File: src/rtl/weight_buf_loader.sv
// weight_buf_loader: packs IN_W-bit AXI-Stream beats into WIDTH-bit words and writes them to the weight buffer.
// Defining LOADER_CSUM_EN adds the csum port and a running checksum of the written words.
module weight_buf_loader #(
  parameter int BUF_ADDR_W = 16,
  parameter int WIDTH      = 128,
  parameter int IN_W       = 32
) (
  input  logic                  clka,
  input  logic                  rst,
  input  logic                  start,
  input  logic [BUF_ADDR_W-1:0] base_addr,
  input  logic [BUF_ADDR_W:0]   num_words,
  output logic                  busy,
  output logic                  done,
  output logic                  err_last,
  input  logic [IN_W-1:0]       s_axis_tdata,
  input  logic                  s_axis_tvalid,
  output logic                  s_axis_tready,
  input  logic                  s_axis_tlast,
  output logic                  dma_wr_en,
  output logic [BUF_ADDR_W-1:0] dma_wr_addr,
  output logic [WIDTH-1:0]      dma_wr_data
`ifdef LOADER_CSUM_EN
  ,
  output logic [31:0]           csum
`endif
);

  localparam int BEATS  = WIDTH / IN_W;
  localparam int LANE_W = (BEATS > 1) ? $clog2(BEATS) : 1;
  localparam int NW_W   = BUF_ADDR_W + 1;
  localparam logic [LANE_W-1:0] LAST_LANE = LANE_W'(BEATS - 1);

  typedef enum logic [1:0] {S_IDLE, S_LOAD, S_FLUSH, S_DONE} state_t;

  state_t                  state, state_nxt;
  logic [BUF_ADDR_W-1:0]   base_q;
  logic [NW_W-1:0]         nwords_q;
  logic [NW_W-1:0]         word_idx;
  logic [LANE_W-1:0]       lane;
  logic [WIDTH-1:0]        pack;
  logic [WIDTH-1:0]        word_nxt;
  logic                    cmd_acc;
  logic                    beat_ok;
  logic                    final_beat;
  logic                    wr_req;
  logic                    err_set;

  assign busy          = (state == S_LOAD) || (state == S_FLUSH);
  assign done          = (state == S_DONE);
  assign s_axis_tready = (state == S_LOAD);
  assign cmd_acc       = (state == S_IDLE) && start;

  always_comb begin
    state_nxt  = state;
    beat_ok    = 1'b0;
    final_beat = 1'b0;
    wr_req     = 1'b0;
    err_set    = 1'b0;
    word_nxt   = pack;
    // pack is zero above the current lane, so an early tlast leaves unfilled lanes at zero
    for (int k = 0; k < BEATS; k++) begin
      if (LANE_W'(k) == lane) word_nxt[k*IN_W +: IN_W] = s_axis_tdata;
    end
    case (state)
      S_IDLE: begin
        if (start) state_nxt = (num_words == '0) ? S_DONE : S_LOAD;
      end
      S_LOAD: begin
        if (s_axis_tvalid) begin
          beat_ok    = 1'b1;
          final_beat = (lane == LAST_LANE) && (word_idx == nwords_q - NW_W'(1));
          wr_req     = (lane == LAST_LANE) || s_axis_tlast;
          err_set    = s_axis_tlast != final_beat;
          if (final_beat || s_axis_tlast) state_nxt = S_FLUSH;
        end
      end
      S_FLUSH: state_nxt = S_DONE;
      S_DONE:  state_nxt = S_IDLE;
      default: state_nxt = S_IDLE;
    endcase
  end

  always_ff @(posedge clka) begin
    if (rst) begin
      state       <= S_IDLE;
      base_q      <= '0;
      nwords_q    <= '0;
      word_idx    <= '0;
      lane        <= '0;
      pack        <= '0;
      err_last    <= 1'b0;
      dma_wr_en   <= 1'b0;
      dma_wr_addr <= '0;
      dma_wr_data <= '0;
    end else begin
      state     <= state_nxt;
      dma_wr_en <= wr_req;
      if (cmd_acc) begin
        base_q   <= base_addr;
        nwords_q <= num_words;
        word_idx <= '0;
        lane     <= '0;
        pack     <= '0;
        err_last <= 1'b0;
      end
      if (beat_ok) begin
        if (wr_req) begin
          lane        <= '0;
          pack        <= '0;
          word_idx    <= word_idx + NW_W'(1);
          // address arithmetic wraps naturally at BUF_ADDR_W bits
          dma_wr_addr <= base_q + word_idx[BUF_ADDR_W-1:0];
          dma_wr_data <= word_nxt;
        end else begin
          lane <= lane + LANE_W'(1);
          pack <= word_nxt;
        end
        if (err_set) err_last <= 1'b1;
      end
    end
  end

`ifdef LOADER_CSUM_EN
  function automatic logic [31:0] slice_sum(input logic [WIDTH-1:0] w);
    logic [31:0] s;
    s = '0;
    for (int i = 0; i < WIDTH / 32; i++) s = s + w[i*32 +: 32];
    return s;
  endfunction

  // updated on the same edge that raises dma_wr_en for the word
  always_ff @(posedge clka) begin
    if (rst)          csum <= '0;
    else if (cmd_acc) csum <= '0;
    else if (wr_req)  csum <= csum + slice_sum(word_nxt);
  end
`endif

endmodule

File: config.mk
export PLATFORM = sky130hd
export DESIGN_NAME = weight_buf_loader
export DESIGN_NICKNAME = d
export VERILOG_FILES = /design/src/rtl/weight_buf_loader.sv
export SDC_FILE = /design/constraint.sdc
export NUM_CORES = 1
export LEC_CHECK = 0
export ABC_CLOCK_PERIOD_IN_PS = 4600
export BUFFER_PORTS_ARGS = -buffer_cell sky130_fd_sc_hd__buf_4
export CORE_UTILIZATION = 40
export DETAILED_ROUTE_END_ITERATION = 8
export HOLD_SLACK_MARGIN = 0.05
export PLACE_DENSITY = 0.71
export SLEW_MARGIN = 20
export SYNTH_ARGS = -nofsm -noshare
export SYNTH_HDL_FRONTEND = slang
export SYNTH_SLANG_ARGS = --single-unit
File: constraint.sdc
create_clock -name clka -period 4.6 [get_ports clka]
set_input_delay 0.23 -clock clka [delete_from_list [all_inputs] [get_ports clka]]
set_output_delay 0.23 -clock clka [all_outputs]
set_load 0.02 [all_outputs]
==> impl_results.md, run 1 <==
* Non-Filler Instances at between 2000 and 2500
* Die width at 187 um
* Largest net degree at the start of global routing at 173
* Core Region at roughly 34000 um^2
* Setup Buffers After CTS at 0
* Routed WL at 39400 um
* Worst-Margin Slew at approximately 1.1 ns
* Max FO, Critical Path at 8
* Layout cells sized above 1 at 17.9%
* Initial DRT Pass Iterations at 5
* Synth top area share at 47.7%
* Asr flop ratio synth at 0%
* Place WS at 0.983 ns
* DR iter-0 viols at 740
* Leakage power at ~6.7 nW
* Area after DPL at about 16000 um^2
* Synthesized area per cell at 9.15 um^2
* Antenna-violating nets left at 0
* Top post-synthesis cells by count: dfxtp_1 (328), nor2_1 (253), a211oi_1 (134)
* Cells after DPL at about 2100
* Ports at around 220
* All-layer global routing usage at a little over a fifth
* Worst R2R Setup Slack at around 0.91 ns
* # H-tree levels at 2
* Area contributors post-synth: dfxtp_1 (48%), mux2i_1 (9.3%), a211oi_1 (7.3%)
* Minimum clock period at 3.69 ns
* CTS Buf Count at 37
* Die H at roughly 190 um
* Final instance area at 17600 um^2
* Synthesis-stage register bit count at about 330
* CTS tree: yes
* Critical Path RT at roughly 5 ns
* Core Rows at 67
* DR vias/cell at roughly 5.5
* Post-Syn Instances at around 1500
* Setup ws final at 0.909 ns
* Final hold vios at 0
* Largest area contributor in the netlist: dfxtp_1
* Vias in the first global route at around 12000
* Ys flop type: dfxtp_1
* Number of synthesized flops with an enable pin at 0
* Worst hold path class: input port to register
* Post-Syn Area at 13800 um^2
* Port-buffer cells at 218
* Grt ovf at 0
* Setup crit start kind: register
* Post-DP HPWL at 24700 um
* Slew margin rel. at 23.4%
* Status: completed
* Die ar. at around 35000 um^2
* GPL Wtd Cong at around 0.86
* Register area share after synthesis at 47.7%
* Net Count, Synth at 1602
* Post-CTS Resized at 0
* Setup CP Type: register to register
* CP Capture Type: register
* Clk_skew at about 0.012 ns
* # nets final at 1819
* Utilization after layout at a little over half
* Max cap viols at 0
* # diodes at 0
* Tcrit/Tclk final at approximately four fifths
* Initial antenna violation count at 0
* Wirelength per Cell at between 15 and 20 um
* Maximum clock frequency at 271 MHz
* Root buffer cell: clkbuf_16
* CTS clk-pin slew, worst paths at 0.06 ns
* Power density over the cells at 471 nW/um^2
* Unrepaired setup endpoints after global routing: false
* Netlist cell types at 62
* Yosys warnings at 0
* Clk sink count at about 330
* Most frequent cell after synthesis: dfxtp_1
* Routed vias at 12000
* Max IR drop VDD at 276 uV
* Worst Path Arrival at around 4 ns
* DRC at 0
* Layout fillers at 3078
* Slew Limit Fails at 0
* TNS Setup at 0 ns
* Number of hold buffers added after cts at 64
* Clock Tree Buf Depth at 3
* First-pass GRT wire length at 62700 um
* Area Overhead vs Synth at 27.6%
* Starting Density at about two fifths
* Worst-Skew Late Latency at 0.51 ns
* Final setup vio count at 0
logic make-up after synthesis:
logic type / share of synthesized area [%]
buffers and inverters: 3.57
adder cells (fa/ha/maj): 2.60
XOR/XNOR: 1.78
AO/OA/AOI/OAI: 18.7
multiplexers: 9.56
flip-flops: 47.7
AND/OR/NAND/NOR: 16.0
cell usage in the layout, fill, tap and decap left out, types with 5 or more instances in the layout:
master           n
a22oi_1         95
a31oi_1         10
and2_1          40
nand2_1        104
clkbuf_8         9
a211oi_1       134
and3_1          11
mux2i_1        128
dlygate4sd3_1   64
o21a_1           7
nand3_1         19
clkbuf_16       37
o21ai_0         18
a21o_1           7
nor2b_1          5
xnor2_1         17
inv_1           13
nor2_1         253
ha_1            23
or4_1            6
xor2_1          11
a21oi_1         54
dfxtp_1        328
or3_1            9
clkbuf_1         5
nor3_1          18
buf_4          229
clkinv_2         8
sequential cells by signal, summed over array words and instances, names as in the netlist, 2 cells and up:
signal / cells
dma_wr_data: 128
pack: 128
nwords_q: 17
word_idx: 17
base_q: 16
dma_wr_addr: 16
lane: 2
state: 2
final cells by class:
class | instances | area [um^2] | share of cell area [%]
Multi-Input combinational cell | 1045 | 6760 | 38.5
Inverter | 13 | 48.8 | 0.278
Tap cell | 448 | 561 | 3.19
Clock buffer | 51 | 1070 | 6.09
Timing Repair Buffer | 296 | 2410 | 13.8
Clock inverter | 14 | 134 | 0.763
Sequential cell | 328 | 6570 | 37.4
critical path, cell delays in order, from the launching register on:
cell and delay, ns:
dfxtp_1 0.39, inv_1 0.09, ha_1 0.26, or3b_4 0.45, or2_0 0.25, or4_1 0.47
a2111o_1 0.44, nor4_2 0.20, o221ai_1 0.17, ha_1 0.20, nand2b_1 0.13, a21oi_1 0.25
nor2_1 0.07, a211oi_1 0.22
layer usage:
metal	wire [um]	part of all wire (%)	global-route usage, %
met3	2690	6.8	5.76
met4	861	2.2	6.00
met1	17200	44	28.2
met5	0	0	0
met2	18600	47	36.2
where the power goes:
| group | total (mW) | switching (mW) | internal [mW] |
|---|---|---|---|
| combinational | 2.07 | 1.32 | 0.753 |
| clock | 2.91 | 1.17 | 1.74 |
| sequential | 3.29 | 0.189 | 3.10 |
per-stage QoR:
stage / total power [mW] / hold slack, ns
2_1_floorplan: 4.59 / 0.366
3_3_place_gp: 5.33 / 0.441
3_5_place_dp: 5.37 / 0.443
4_1_cts: 8.33 / 0.0562
5_1_grt: 8.68 / 0.0659
6_report: 8.27 / 0.0617
path summary, 6_finish.rpt:
kind                                  startpoint              to  cells past startpoint
worst max register to register       nwords_q[0]        state[0]                     13
worst min-delay path            s_axis_tdata[28]        pack[60]                      3
worst min register to register    dma_wr_addr[6]  dma_wr_addr[6]                      2
worst max-delay path                 nwords_q[0]        state[0]                     13
Power figures use the tool's default switching activity.
==> run 2: changes to the inputs <==
--- a/config.mk
+++ b/config.mk
@@ -5,7 +5,7 @@
 export SDC_FILE = /design/constraint.sdc
 export NUM_CORES = 1
 export LEC_CHECK = 0
-export ABC_CLOCK_PERIOD_IN_PS = 4600
+export ABC_CLOCK_PERIOD_IN_PS = 3700
 export BUFFER_PORTS_ARGS = -buffer_cell sky130_fd_sc_hd__buf_4
 export CORE_UTILIZATION = 40
 export DETAILED_ROUTE_END_ITERATION = 8
==> constraint.sdc (replaced) <==
create_clock -name clka -period 3.7 [get_ports clka]
set_input_delay 0.185 -clock clka [delete_from_list [all_inputs] [get_ports clka]]
set_output_delay 0.185 -clock clka [all_outputs]
set_load 0.02 [all_outputs]
==> run 2 against run 1 <==
- sequential share of layout area is 0.32 points lower
- register-to-register slack worse by 0.67 ns
- largest power group unchanged
- sequential power is 24% higher
- final cell count is 0.64% higher
- combinational power is 28% higher
- utilization is 0.45 points higher
- critical path depth stayed put
- critical endpoint is now state[1]
- count of clock-buffer cells in the layout is 2 higher
- flip-flop and latch count stayed put
- power is 27% higher
==> impl_results.md, run 2 (synthesis results as in run 1) <==
* Status: completed (unchanged)
* Grt ovf at 0 (unchanged)
* Int Power at 7.07 mW (was 5.59 mW)
* Met2 GRT Util at 37.2% (was 36.2%)
* Clk sink count at 328 (unchanged)
* TNS Setup at 0 ns (unchanged)
* Unrepaired setup endpoints after global routing: false (unchanged)
* First-pass GRT wire length at 62800 um (was 62700 um)
* Slew margin rel. at 34.0% (was 23.4%)
* Worst hold path class: input port to register (unchanged)
* CP Capture Type: register (unchanged)
* GR peak layer: met2 (unchanged)
* All-layer global routing usage at 21.9% (about the same)
* Vias in the first global route at 11800 (was 11500)
* Core Region at 33700 um^2 (unchanged)
* DR vias/cell at 5.46 (was 5.47)
* Commonest non-fill, non-tap cells in the layout: dfxtp_1 (328), nor2_1 (253), buf_4 (235), a211oi_1 (133), mux2i_1 (128) (was dfxtp_1 (328), nor2_1 (253), buf_4 (229), a211oi_1 (134), mux2i_1 (128))
* Wirelength per Cell at 17.9 um (about the same)
* Setup crit start kind: register (unchanged)
* Max IR drop VDD at 405 uV (was 276 uV)
* Power Total at 10.5 mW (was 8.27 mW)
* Maximum clock frequency at 289 MHz (was 271 MHz)
* Die ar. at 35100 um^2 (unchanged)
* Combinational share of power at 25.3% (was 25.0%)
* Ports at 219 (unchanged)
* Max FO, Critical Path at 7 (was 8)
* Layout cells sized above 1 at 18.4% (was 17.9%)
* Setup CP Type: register to register (unchanged)
* Final hold vios at 0 (unchanged)
* Starting Density at 40.8% (unchanged)
* Initial DRT Pass Iterations at 5 (unchanged)
* Met3 Use GR at 5.07% (was 5.76%)
* Clock Tree Buf Depth at 3 (unchanged)
* Die H at 187 um (unchanged)
* Top flop regs: dma_wr_data (128), pack (128) (unchanged)
* Antenna-violating nets left at 0 (unchanged)
* CTS tree: yes (unchanged)
* Final setup vio count at 0 (unchanged)
* Power density over the cells at 592 nW/um^2 (was 471 nW/um^2)
* Root buffer cell: clkbuf_16 (unchanged)
* Clk pwr share at 35.6% (was 35.2%)
* Most common cell after layout, fill and taps aside: dfxtp_1 (unchanged)
* Critical Path RT at 4.15 ns (was 5.01 ns)
* Port-buffer cells at 218 (unchanged)
* Leakage power at 6.79 nW (was 6.72 nW)
* Met1 Track Usage GR at 27.5% (was 28.2%)
* Largest net degree at the start of global routing at 196 (was 173)
* Core Rows at 67 (unchanged)
* # nets final at 1829 (was 1819)
* P_sw at 3.40 mW (was 2.67 mW)
* Sequential share of power at 39.1% (was 39.8%)
* Tcrit/Tclk final at 93.5% (was 80.2%)
* Switch share at 32.5% (was 32.3%)
* DR iter-0 viols at 770 (was 740)
* Worst-Margin Slew at 0.990 ns (was 1.14 ns)
* Die width at 187 um (unchanged)
* Post-DP HPWL at 25100 um (was 24700 um)
* Routed vias at 12100 (was 12000)
* Initial antenna violation count at 1 (was 0)
* Routed WL at 39500 um (was 39400 um)
* GPL Wtd Cong at 0.846 (was 0.862)
* Max cap viols at 0 (unchanged)
* Slew Limit Fails at 0 (unchanged)
* Area Overhead vs Synth at 28.7% (was 27.6%)
* Worst-Skew Late Latency at 0.52 ns (was 0.51 ns)
* CTS Buf Count at 38 (was 37)
* CTS clk-pin slew, worst paths at 0.06 ns (about the same)
* DRC at 0 (unchanged)
* # H-tree levels at 2 (unchanged)
* Worst Path Arrival at 3.91 ns (was 4.10 ns)
* Minimum clock period at 3.46 ns (was 3.69 ns)
* Clk_skew at 0.0126 ns (was 0.0120 ns)
-- run 2: through the flow --
stage               util, %  setup slack, ns  cell area, um^2  hold slack [ns]  instances
global route           52.5           0.0455            17700            0.156       2209
CTS                    52.5            0.154            17700            0.121       2207
finish                 52.5            0.241            17700            0.129       2209
detailed placement     46.8            0.198            15800            0.443       2072
floorplan                 -            0.354            13800            0.321       1504
global placement       46.8            0.298            15800            0.437       2072
-- run 2: routing by layer --
| layer | wire length (um) | share of wire (%) | up-vias |
|---|---|---|---|
| met3 | 2360 | 6.0 | 74 |
| met4 | 970 | 2.5 | 0 |
| met2 | 18700 | 47 | 305 |
| met5 | 0 | 0 | - |
| li1 | - | - | 5856 |
| met1 | 17500 | 44 | 5819 |
-- run 2: what timing repair did --
item	CTS	global route
buffers inserted	0	1
setup endpoints to repair	0	2
hold buffers	66	0
resized for setup	0	2
hold endpoints to repair	151	0
-- run 2: final timing paths --
| check | start | to | slack [ns] | depth (start not counted) |
|---|---|---|---|---|
| max | nwords_q[1] | state[1] | 0.24 | 13 |
| min | start | state[1] | 0.13 | 4 |
| max reg2reg | nwords_q[1] | state[1] | 0.24 | 13 |
| min reg2reg | dma_wr_addr[3] | dma_wr_addr[3] | 0.45 | 2 |
-- run 2: layout make-up --
| type | count | area (um^2) |
|---|---|---|
| Clock buffer | 53 | 1100 |
| Tap cell | 448 | 561 |
| Clock inverter | 16 | 158 |
| Fill cell | 3105 | 16000 |
| Multi-Input combinational cell | 1045 | 6770 |
| Inverter | 13 | 48.8 |
| Antenna cell | 1 | 2.50 |
| Timing Repair Buffer | 305 | 2500 |
| Sequential cell | 328 | 6570 |
-- run 2: power by group through the flow --
stage / logic [mW] / registers, mW / clock network [mW]
floorplan: 1.35 / 4.35 / 0
global placement: 2.53 / 4.15 / 0
detailed placement: 2.57 / 4.16 / 0
CTS: 2.63 / 4.09 / 3.82
global route: 2.89 / 4.13 / 3.96
finish: 2.65 / 4.09 / 3.73
-- run 2: worst max-delay path, cell delays in order (launching register included) --
cell	delay [ns]
dfxtp_1	0.36
inv_1	0.08
ha_1	0.16
or3b_4	0.42
or2_0	0.25
or4_1	0.48
a2111o_1	0.45
nor4_2	0.19
o221ai_1	0.18
ha_1	0.20
nand2b_1	0.15
a21oi_2	0.20
o21ai_0	0.11
a31oi_1	0.16
